===== config.mk =====
export PLATFORM = sky130hd
export DESIGN_NAME = gpio_deserialization
export DESIGN_NICKNAME = d
export VERILOG_FILES = /design/src/rtl/gpio_ser_pkg.sv /design/src/rtl/gpio_word_fifo.sv /design/src/rtl/gpio_deserialization.sv
export SDC_FILE = /design/constraint.sdc
export NUM_CORES = 1
export LEC_CHECK = 0
export BUFFER_PORTS_ARGS = -buffer_cell sky130_fd_sc_hd__buf_2
export CORE_AREA = 2 2 76 78
export DETAILED_ROUTE_END_ITERATION = 7
export DIE_AREA = 0 0 78 80
export PLACE_DENSITY = 0.65
export SKIP_LAST_GASP = 1
export SYNTH_ARGS = -nofsm -noshare
export SYNTH_HDL_FRONTEND = slang
export SYNTH_SLANG_ARGS = --single-unit

===== constraint.sdc =====
create_clock -name clk -period 3 [get_ports clk]
set_clock_uncertainty 0.15 [all_clocks]
set_input_delay 0.6 -clock clk [delete_from_list [all_inputs] [get_ports clk]]
set_output_delay 0.6 -clock clk [all_outputs]
set_load 0.01 [all_outputs]

===== src/rtl/gpio_ser_pkg.sv =====
// Shared types and defaults for the GPIO serial deserializer and its word FIFO.
// The optional parity stage is enabled with GPIO_DESER_PARITY_EN.
package gpio_ser_pkg;

    typedef enum logic [1:0] {
        IDLE   = 2'd0,
        SHIFT  = 2'd1,
        PARITY = 2'd2
    } deser_state_e;

    localparam int DEF_DATA_W     = 8;
    localparam int DEF_FIFO_DEPTH = 4;

    // One extra bit beyond the address distinguishes full from empty.
    function automatic int ptr_width(input int depth);
        return $clog2(depth) + 1;
    endfunction

endpackage


===== src/rtl/gpio_word_fifo.sv =====
// Synchronous read-first word FIFO with wrap-bit pointers; head word is shown
// combinationally from registered state.
module gpio_word_fifo
    import gpio_ser_pkg::*;
#(
    parameter  int W     = DEF_DATA_W,
    parameter  int DEPTH = DEF_FIFO_DEPTH,
    localparam int PW    = ptr_width(DEPTH)
) (
    input  logic          clk_i,
    input  logic          rst_ni,
    input  logic          push_i,
    input  logic [W-1:0]  wdata_i,
    input  logic          pop_i,
    output logic [W-1:0]  rdata_o,
    output logic          full_o,
    output logic          empty_o,
    output logic [PW-1:0] level_o
);

    localparam int AW = PW - 1;

    logic [PW-1:0] wr_ptr_q, rd_ptr_q;
    logic [W-1:0]  mem_q [DEPTH];
    logic          do_push, do_pop;

    assign empty_o = (wr_ptr_q == rd_ptr_q);
    assign full_o  = (wr_ptr_q[PW-1] != rd_ptr_q[PW-1]) &&
                     (wr_ptr_q[AW-1:0] == rd_ptr_q[AW-1:0]);

    // A pop frees the slot in the same edge, so a push into a full FIFO still lands.
    assign do_pop  = pop_i && !empty_o;
    assign do_push = push_i && (!full_o || do_pop);

    always_ff @(posedge clk_i or negedge rst_ni) begin
        if (!rst_ni) begin
            wr_ptr_q <= '0;
            rd_ptr_q <= '0;
            for (int i = 0; i < DEPTH; i++) begin
                mem_q[i] <= '0;
            end
        end else begin
            if (do_push) begin
                mem_q[wr_ptr_q[AW-1:0]] <= wdata_i;
                wr_ptr_q                <= wr_ptr_q + PW'(1);
            end
            if (do_pop) begin
                rd_ptr_q <= rd_ptr_q + PW'(1);
            end
        end
    end

    assign rdata_o = mem_q[rd_ptr_q[AW-1:0]];
    assign level_o = wr_ptr_q - rd_ptr_q;

endmodule


===== src/rtl/gpio_deserialization.sv =====
// Rebuilds MSB-first words from a strobed serial line and buffers them in a FIFO.
// Define GPIO_DESER_PARITY_EN to expect a trailing even-parity bit per word.
module gpio_deserialization
    import gpio_ser_pkg::*;
#(
    parameter  int DATA_W     = DEF_DATA_W,
    parameter  int FIFO_DEPTH = DEF_FIFO_DEPTH,
    localparam int PW         = ptr_width(FIFO_DEPTH),
    localparam int CW         = $clog2(DATA_W)
) (
    input  logic              clk,
    input  logic              rst_n,
    input  logic              sdi,
    input  logic              sdi_valid,
    input  logic              sync,
    output logic [DATA_W-1:0] dout,
    output logic              dout_valid,
    input  logic              dout_ready,
    output logic [PW-1:0]     level,
    output logic              busy,
    output logic              overflow,
    output logic              parity_err
);

    deser_state_e      state_q, state_d, cur_state;
    logic [CW-1:0]     cnt_q, cnt_d, cur_cnt;
    logic [DATA_W-1:0] sh_q, sh_d, cur_sh, shifted, push_data;
    logic              push_req, perr_d, fifo_full, fifo_empty;
    logic              overflow_q, parity_err_q;

    // sync acts as if the FSM were already in IDLE with cleared registers.
    always_comb begin
        cur_state = sync ? IDLE : state_q;
        cur_cnt   = sync ? '0 : cnt_q;
        cur_sh    = sync ? '0 : sh_q;
        shifted   = {cur_sh[DATA_W-2:0], sdi};
    end

    always_comb begin
        state_d   = cur_state;
        cnt_d     = cur_cnt;
        sh_d      = cur_sh;
        push_req  = 1'b0;
        push_data = shifted;
        perr_d    = 1'b0;
        if (sdi_valid) begin
            case (cur_state)
                IDLE: begin
                    sh_d    = shifted;
                    cnt_d   = CW'(1);
                    state_d = SHIFT;
                end
                SHIFT: begin
                    sh_d = shifted;
                    if (cur_cnt == CW'(DATA_W - 1)) begin
                        cnt_d = '0;
`ifdef GPIO_DESER_PARITY_EN
                        state_d = PARITY;
`else
                        state_d  = IDLE;
                        push_req = 1'b1;
`endif
                    end else begin
                        cnt_d = cur_cnt + CW'(1);
                    end
                end
`ifdef GPIO_DESER_PARITY_EN
                PARITY: begin
                    push_data = cur_sh;
                    sh_d      = '0;
                    state_d   = IDLE;
                    if (^{cur_sh, sdi} == 1'b0) begin
                        push_req = 1'b1;
                    end else begin
                        perr_d = 1'b1;
                    end
                end
`endif
                default: begin
                    state_d = IDLE;
                    cnt_d   = '0;
                    sh_d    = '0;
                end
            endcase
        end
    end

    always_ff @(posedge clk or negedge rst_n) begin
        if (!rst_n) begin
            state_q      <= IDLE;
            cnt_q        <= '0;
            sh_q         <= '0;
            overflow_q   <= 1'b0;
            parity_err_q <= 1'b0;
        end else begin
            state_q      <= state_d;
            cnt_q        <= cnt_d;
            sh_q         <= sh_d;
            overflow_q   <= push_req && fifo_full && !dout_ready;
            parity_err_q <= perr_d;
        end
    end

    gpio_word_fifo #(
        .W     (DATA_W),
        .DEPTH (FIFO_DEPTH)
    ) u_fifo (
        .clk_i   (clk),
        .rst_ni  (rst_n),
        .push_i  (push_req),
        .wdata_i (push_data),
        .pop_i   (dout_ready),
        .rdata_o (dout),
        .full_o  (fifo_full),
        .empty_o (fifo_empty),
        .level_o (level)
    );

    assign dout_valid = !fifo_empty;
    assign busy       = (state_q != IDLE);
    assign overflow   = overflow_q;
`ifdef GPIO_DESER_PARITY_EN
    assign parity_err = parity_err_q;
`else
    assign parity_err = 1'b0;
`endif

endmodule


; ---- Yosys cells after proc, flatten, opt, wreduce, memory -nomap -nowiden
; Index checks and enable logic that the tools add are counted.
; Widths: inputs -> output; s select.
[op_classes]
eq_ne = 5
muxes = 20
reduce_logical = 13
order_cmp = 3
bitwise_logic = 2
add_sub_neg = 4
[op_table]
columns = cell, n
row1 = $bwmux 32, 1
row2 = $mux 8, 3
row3 = $mux 7, 3
row4 = $bmux 8 s2, 1
row5 = $demux 8 s2, 1
row6 = $add 3x1->3 const B, 3
row7 = $mux 3, 3
row8 = $ge 3x3->1 const B, 2
row9 = $logic_and 1x1->1, 6
row10 = $mux 2, 3
row11 = $not 2->3, 2
row12 = $pmux 3 s2, 1
row13 = $pmux 2 s2, 1
row14 = $eq 3x3->1, 1
row15 = $eq 3x3->1 const B, 1
row16 = $logic_not 1->1, 3
row17 = $lt 3x1->1 const B, 1
row18 = $mux 1, 3
row19 = $sub 3x3->3, 1
row20 = $eq 2x1->1 const B, 1
row21 = $eq 2x2->1, 1
row22 = $logic_not 2->1, 1
row23 = $reduce_bool 2->1, 1
row24 = $reduce_or 2->1, 1
row25 = other kinds (2), 2
[word_totals]
output_inout_bits = 15
in_bits = 6
wordCells = 57
regBits = 51

; ---- Depth between registers and ports, before layout
[depth]
ltp_word = 7
ltp_mapped = 9
depth_no_buf = 7

; ---- Cells and area by module
; Synthesis repeated with hierarchy kept, for this count alone.
[hier_totals]
hier_cells = 194
area_unflattened_um2 = 2597.5
[modules_own_cells]
columns = module, area_per_inst_um2, instances, cells_each
row1 = gpio_word_fifo, 1840.5, 1, 124
row2 = gpio_deserialization, 757.0, 1, 70

; ---- Worst setup path before layout
; OpenSTA, ideal clock, no wires.
[synth_path]
path_kind = input to register
from = input port sync
to = register u_fifo.mem_q[0] in the netlist's numbering
slack_ps = 466
stages = 9
setup_time_ps = 125
arrival_time_ps = 2259
required_ps = 2725
path_cell_list = clkbuf_1 nor2b_1 ha_1 ha_1 and4bb_2 o311a_1 buf_12 nand2_8 mux2_4
[synth_between]
elab_chain_cells = 6
elab_cells_between_ends = 8
cone_classes = eq/ne (2) / mux (5) / reduce/logical (1)
[synth_lines]
columns = element, line
row1 = start: declaration, gpio_deserialization.sv:15  ; input logic sync,
row2 = $mux 3, gpio_deserialization.sv:34  ; cur_cnt = sync ? '0 : cnt_q;
row3 = $eq 3x3->1, gpio_deserialization.sv:55  ; if (cur_cnt == CW'(DATA_W - 1)) begin
row4 = $mux 1, gpio_deserialization.sv:55
row5 = $mux 1 *, gpio_deserialization.sv:47  ; case (cur_state)
row6 = $mux 1 *, gpio_deserialization.sv:46  ; if (sdi_valid) begin
row7 = $logic_and 1x1->1 *, gpio_word_fifo.sv:33  ; assign do_push = push_i && (!full_o || do_pop);
row8 = end signal: indexed assignment, gpio_word_fifo.sv:44  ; mem_q[wr_ptr_q[AW-1:0]] <= wdata_i;
row9 = end: declaration, gpio_word_fifo.sv:24  ; logic [W-1:0] mem_q [DEPTH];
; Mark *: on every way between the ends. The rest lies on a longest branch, timed or not.
; A chain may end at the register's enable or synchronous reset.

; ---- Worst setup path in the final report
[layout_path]
from = input port sync
to = register u_fifo.mem_q[2] in the netlist's numbering
[layout_between]
elab_chain_cells = 6
elab_cells_between_ends = 10
cone_classes = eq/ne (2) / mux (7) / reduce/logical (1)
[layout_lines]
columns = element, line
row1 = $mux 3, gpio_deserialization.sv:34
row2 = $eq 3x3->1, gpio_deserialization.sv:55
row3 = $mux 1, gpio_deserialization.sv:55
row4 = $mux 1, gpio_deserialization.sv:47
row5 = $mux 1, gpio_deserialization.sv:46
row6 = $logic_and 1x1->1, gpio_word_fifo.sv:33
; Several ways; a longest one is shown, not always the timed one.

==> results_dict.tcl <==
set metrics [dict create \
    status "complete, no violations" \
    cts.sinks 51 \
    yosys.area_share.xor_xnor 0.0201 \
    syn2layout_area_growth_pct 11.1 \
    grt_pass1_vias 1644 \
    fin_area_um2 2900 \
    syn_nets 202 \
    drt-total-wl_mm 4.90 \
    placed_area_um2 2780 \
    cap_violations 0 \
    cp_slowest_cell "o311a_1" \
    firstDrtPassIters 4 \
    htreeDepth 2 \
    wire_per_inst_um 17.4 \
    period_minus_slack_ps 2790 \
    hold_viol_final 0 \
    syn-instance-count 186 \
    ys_ff_latch 51 \
    worst_pin_slew_ps 847 \
    cp_data_arrival_time_ps 2830 \
    core_area_um2 5410 \
    drt_iter0_drc 76 \
    max-vdd-ir-drop_uv 266 \
    die_x_um 78 \
    cts_root_buf "clkbuf_8" \
    power_mw 1.55 \
    cts_resized 0 \
    die-area_um2 6240 \
    cp.required_ps 3040 \
    rsz0062_at_grt "false" \
    num_antenna_cells 0 \
    clockBufferDepth 2 \
    cts_made_buffers 5 \
    yosysSeqAreaShare 0.489 \
    dp_slack_ps -117 \
    cp_common_cell "ha_1" \
    worstSetupPathType "in -> reg" \
    cpPeakStageDelay_ps 730 \
    yosysUniqueCellTypes 25 \
    endpoint_kind "register" \
    track_usage 0.179 \
    holdBufCountCts 0 \
    max_freq_mhz 359 \
    grt_antenna_before_repair 0 \
    critical_path.cell_chain "buf_2, nor2b_1, ha_1, ha_1, and4bb_2, o311a_1, nand2_8, mux2_4" \
    min_path_type "in -> async" \
    setup_viol 0 \
    ant_nets 0 \
    layout-drive-gt1-share 0.376 \
    yosysWarnings 0 \
    fin_crit_sh 0.929 \
    cts.clk_slew.worst_paths_ps 90 \
    grt_pass1_wl_mm 8.47 \
    synth_top_family_by_area "multiplexers" \
    fin_nets 225 \
    p_per_area_nw_per_um2 533 \
    leakagePower_nw 1.47 \
    io_pins 21 \
    drc 0 \
    initial_core_util 0.483 \
    place_hpwl_mm 3.52 \
    clkLatencyLatePin_ps 310 \
    tritoncts "yes" \
    gp_congestion 0.795 \
    via_per_inst 5.23 \
    muxShareOfSynthArea 0.257 \
    synth-simple-area-share 0.121 \
    die_h_um 80 \
    syn_area_um2 2610 \
    rows 27 \
    tns_ps 0 \
    synth_compound_area_frac 0.0326 \
    crit_path_max_fanout 9 \
    synth.avg_cell_area_um2 14.0 \
    synth_fa_ha_area_frac 0.0508 \
    postCtsSetupBuffers 0 \
    grt_max_degree 34 \
    vias 1476 \
    grt-ovfl-total 0 \
    setup_ws_ps 212 \
    io_buffers 19 \
    cp-start-kind "input pin" \
    slew_violations 0 \
    maxSlewHeadroom 0.435 \
]
## registers in the layout, indices dropped and copies added, names as in the netlist
signal / count
sh_q: 7
u_fifo.wr_ptr_q: 3
overflow: 1
u_fifo.rd_ptr_q: 3
u_fifo.mem_q: 32
cnt_q: 3
state_q: 2
## stage by stage
stage | utilization | cells | hold WS [ps]
2_1_floorplan | - | 186 | 154
3_3_place_gp | 0.515 | 274 | 329
3_5_place_dp | 0.515 | 274 | 336
4_1_cts | 0.537 | 282 | 75.0
5_1_grt | 0.537 | 282 | 88.3
6_report | 0.537 | 282 | 67.8
## critical path: cells and delay by family
kind	cells	cell delay, ps
AOI/OAI and AO/OA	1	730
buffers and inverters	1	150
adders and majority gates	2	340
and+or+nand+nor	3	640
muxes	1	350
## final timing paths
| kind | start | to | slack, ps | cells past startpoint |
|---|---|---|---|---|
| setup / recovery | sync | u_fifo.mem_q[2] | 210 | 8 |
| hold / removal | rst_n | u_fifo.rd_ptr_q[1] | 70 | 1 |
| setup reg to reg | cnt_q[0] | u_fifo.mem_q[2] | 250 | 7 |
| hold reg to reg | u_fifo.wr_ptr_q[2] | u_fifo.wr_ptr_q[2] | 350 | 1 |
| max in group asynchronous | rst_n | u_fifo.mem_q[1] | 1850 | 2 |
| min in group clk | dout_ready | overflow | 340 | 2 |
## power breakdown
part,internal [mW],switching (mW)
Clock,0.270,0.226
Sequential,0.714,0.0173
Combinational,0.139,0.180
Total,1.12,0.423
## cell families (layout without fill, tap and decap cells)
logic type               count (synthesis)  after routing
AND/OR/NAND/NOR                         47             47
multiplexers                            41             41
adder cells (fa/ha/maj)                 10             10
flip-flops                              51             51
XOR/XNOR                                 6              6
buffers and inverters                   14             38
AO/OA/AOI/OAI                           16             16
other                                    1              1
## synth_stat cells (all sizes together)
| cell type | count | share of area |
|---|---|---|
| mux2 | 33 | 0.19 |
| nor4 | 1 | 0.0024 |
| o311a | 1 | 0.0038 |
| nand3 | 5 | 0.0096 |
| clkbuf | 5 | 0.0072 |
| nand2b | 4 | 0.0096 |
| a21oi | 11 | 0.021 |
| nor2 | 9 | 0.013 |
| xnor2 | 6 | 0.020 |
| conb | 1 | 0.0014 |
| and4bb | 1 | 0.0048 |
| inv | 6 | 0.0086 |
| ha | 9 | 0.043 |
| mux4 | 8 | 0.069 |
| nor2b | 18 | 0.043 |
| nand2 | 8 | 0.036 |
| fa | 1 | 0.0077 |
| buf | 3 | 0.012 |
| o21ai | 4 | 0.0077 |
| dfrtp | 51 | 0.49 |
| or2 | 1 | 0.0024 |
## routing by layer
layer	track usage	vias up	share of wire
met5	0	-	0
met4	0.0667	0	0.017
met3	0.0351	9	0.024
met2	0.302	20	0.52
met1	0.230	762	0.44
li1	-	685	-
## layout make-up
| class | instances | area (um^2) |
|---|---|---|
| sequential | 51 | 1280 |
| clock buffer | 6 | 82.6 |
| timing repair buffer | 24 | 133 |
| fill | 467 | 2500 |
| clock inverter | 2 | 35.0 |
| multi-input combinational | 121 | 1260 |
| tap | 72 | 90.1 |
| inverter | 6 | 22.5 |
## cell usage in the layout (no fill, tap or decap), drive strengths merged
cell,instances
nor4,1
dfrtp,51
o21ai,4
or2,1
xnor2,6
clkinv,1
ha,9
and4bb,1
conb,1
nand2,8
bufinv,1
clkbuf,6
nand3,5
a21oi,11
nand2b,4
buf,24
inv,6
mux2,33
fa,1
nor2,9
o311a,1
mux4,8
nor2b,18
(Power assumes the default switching activity.)
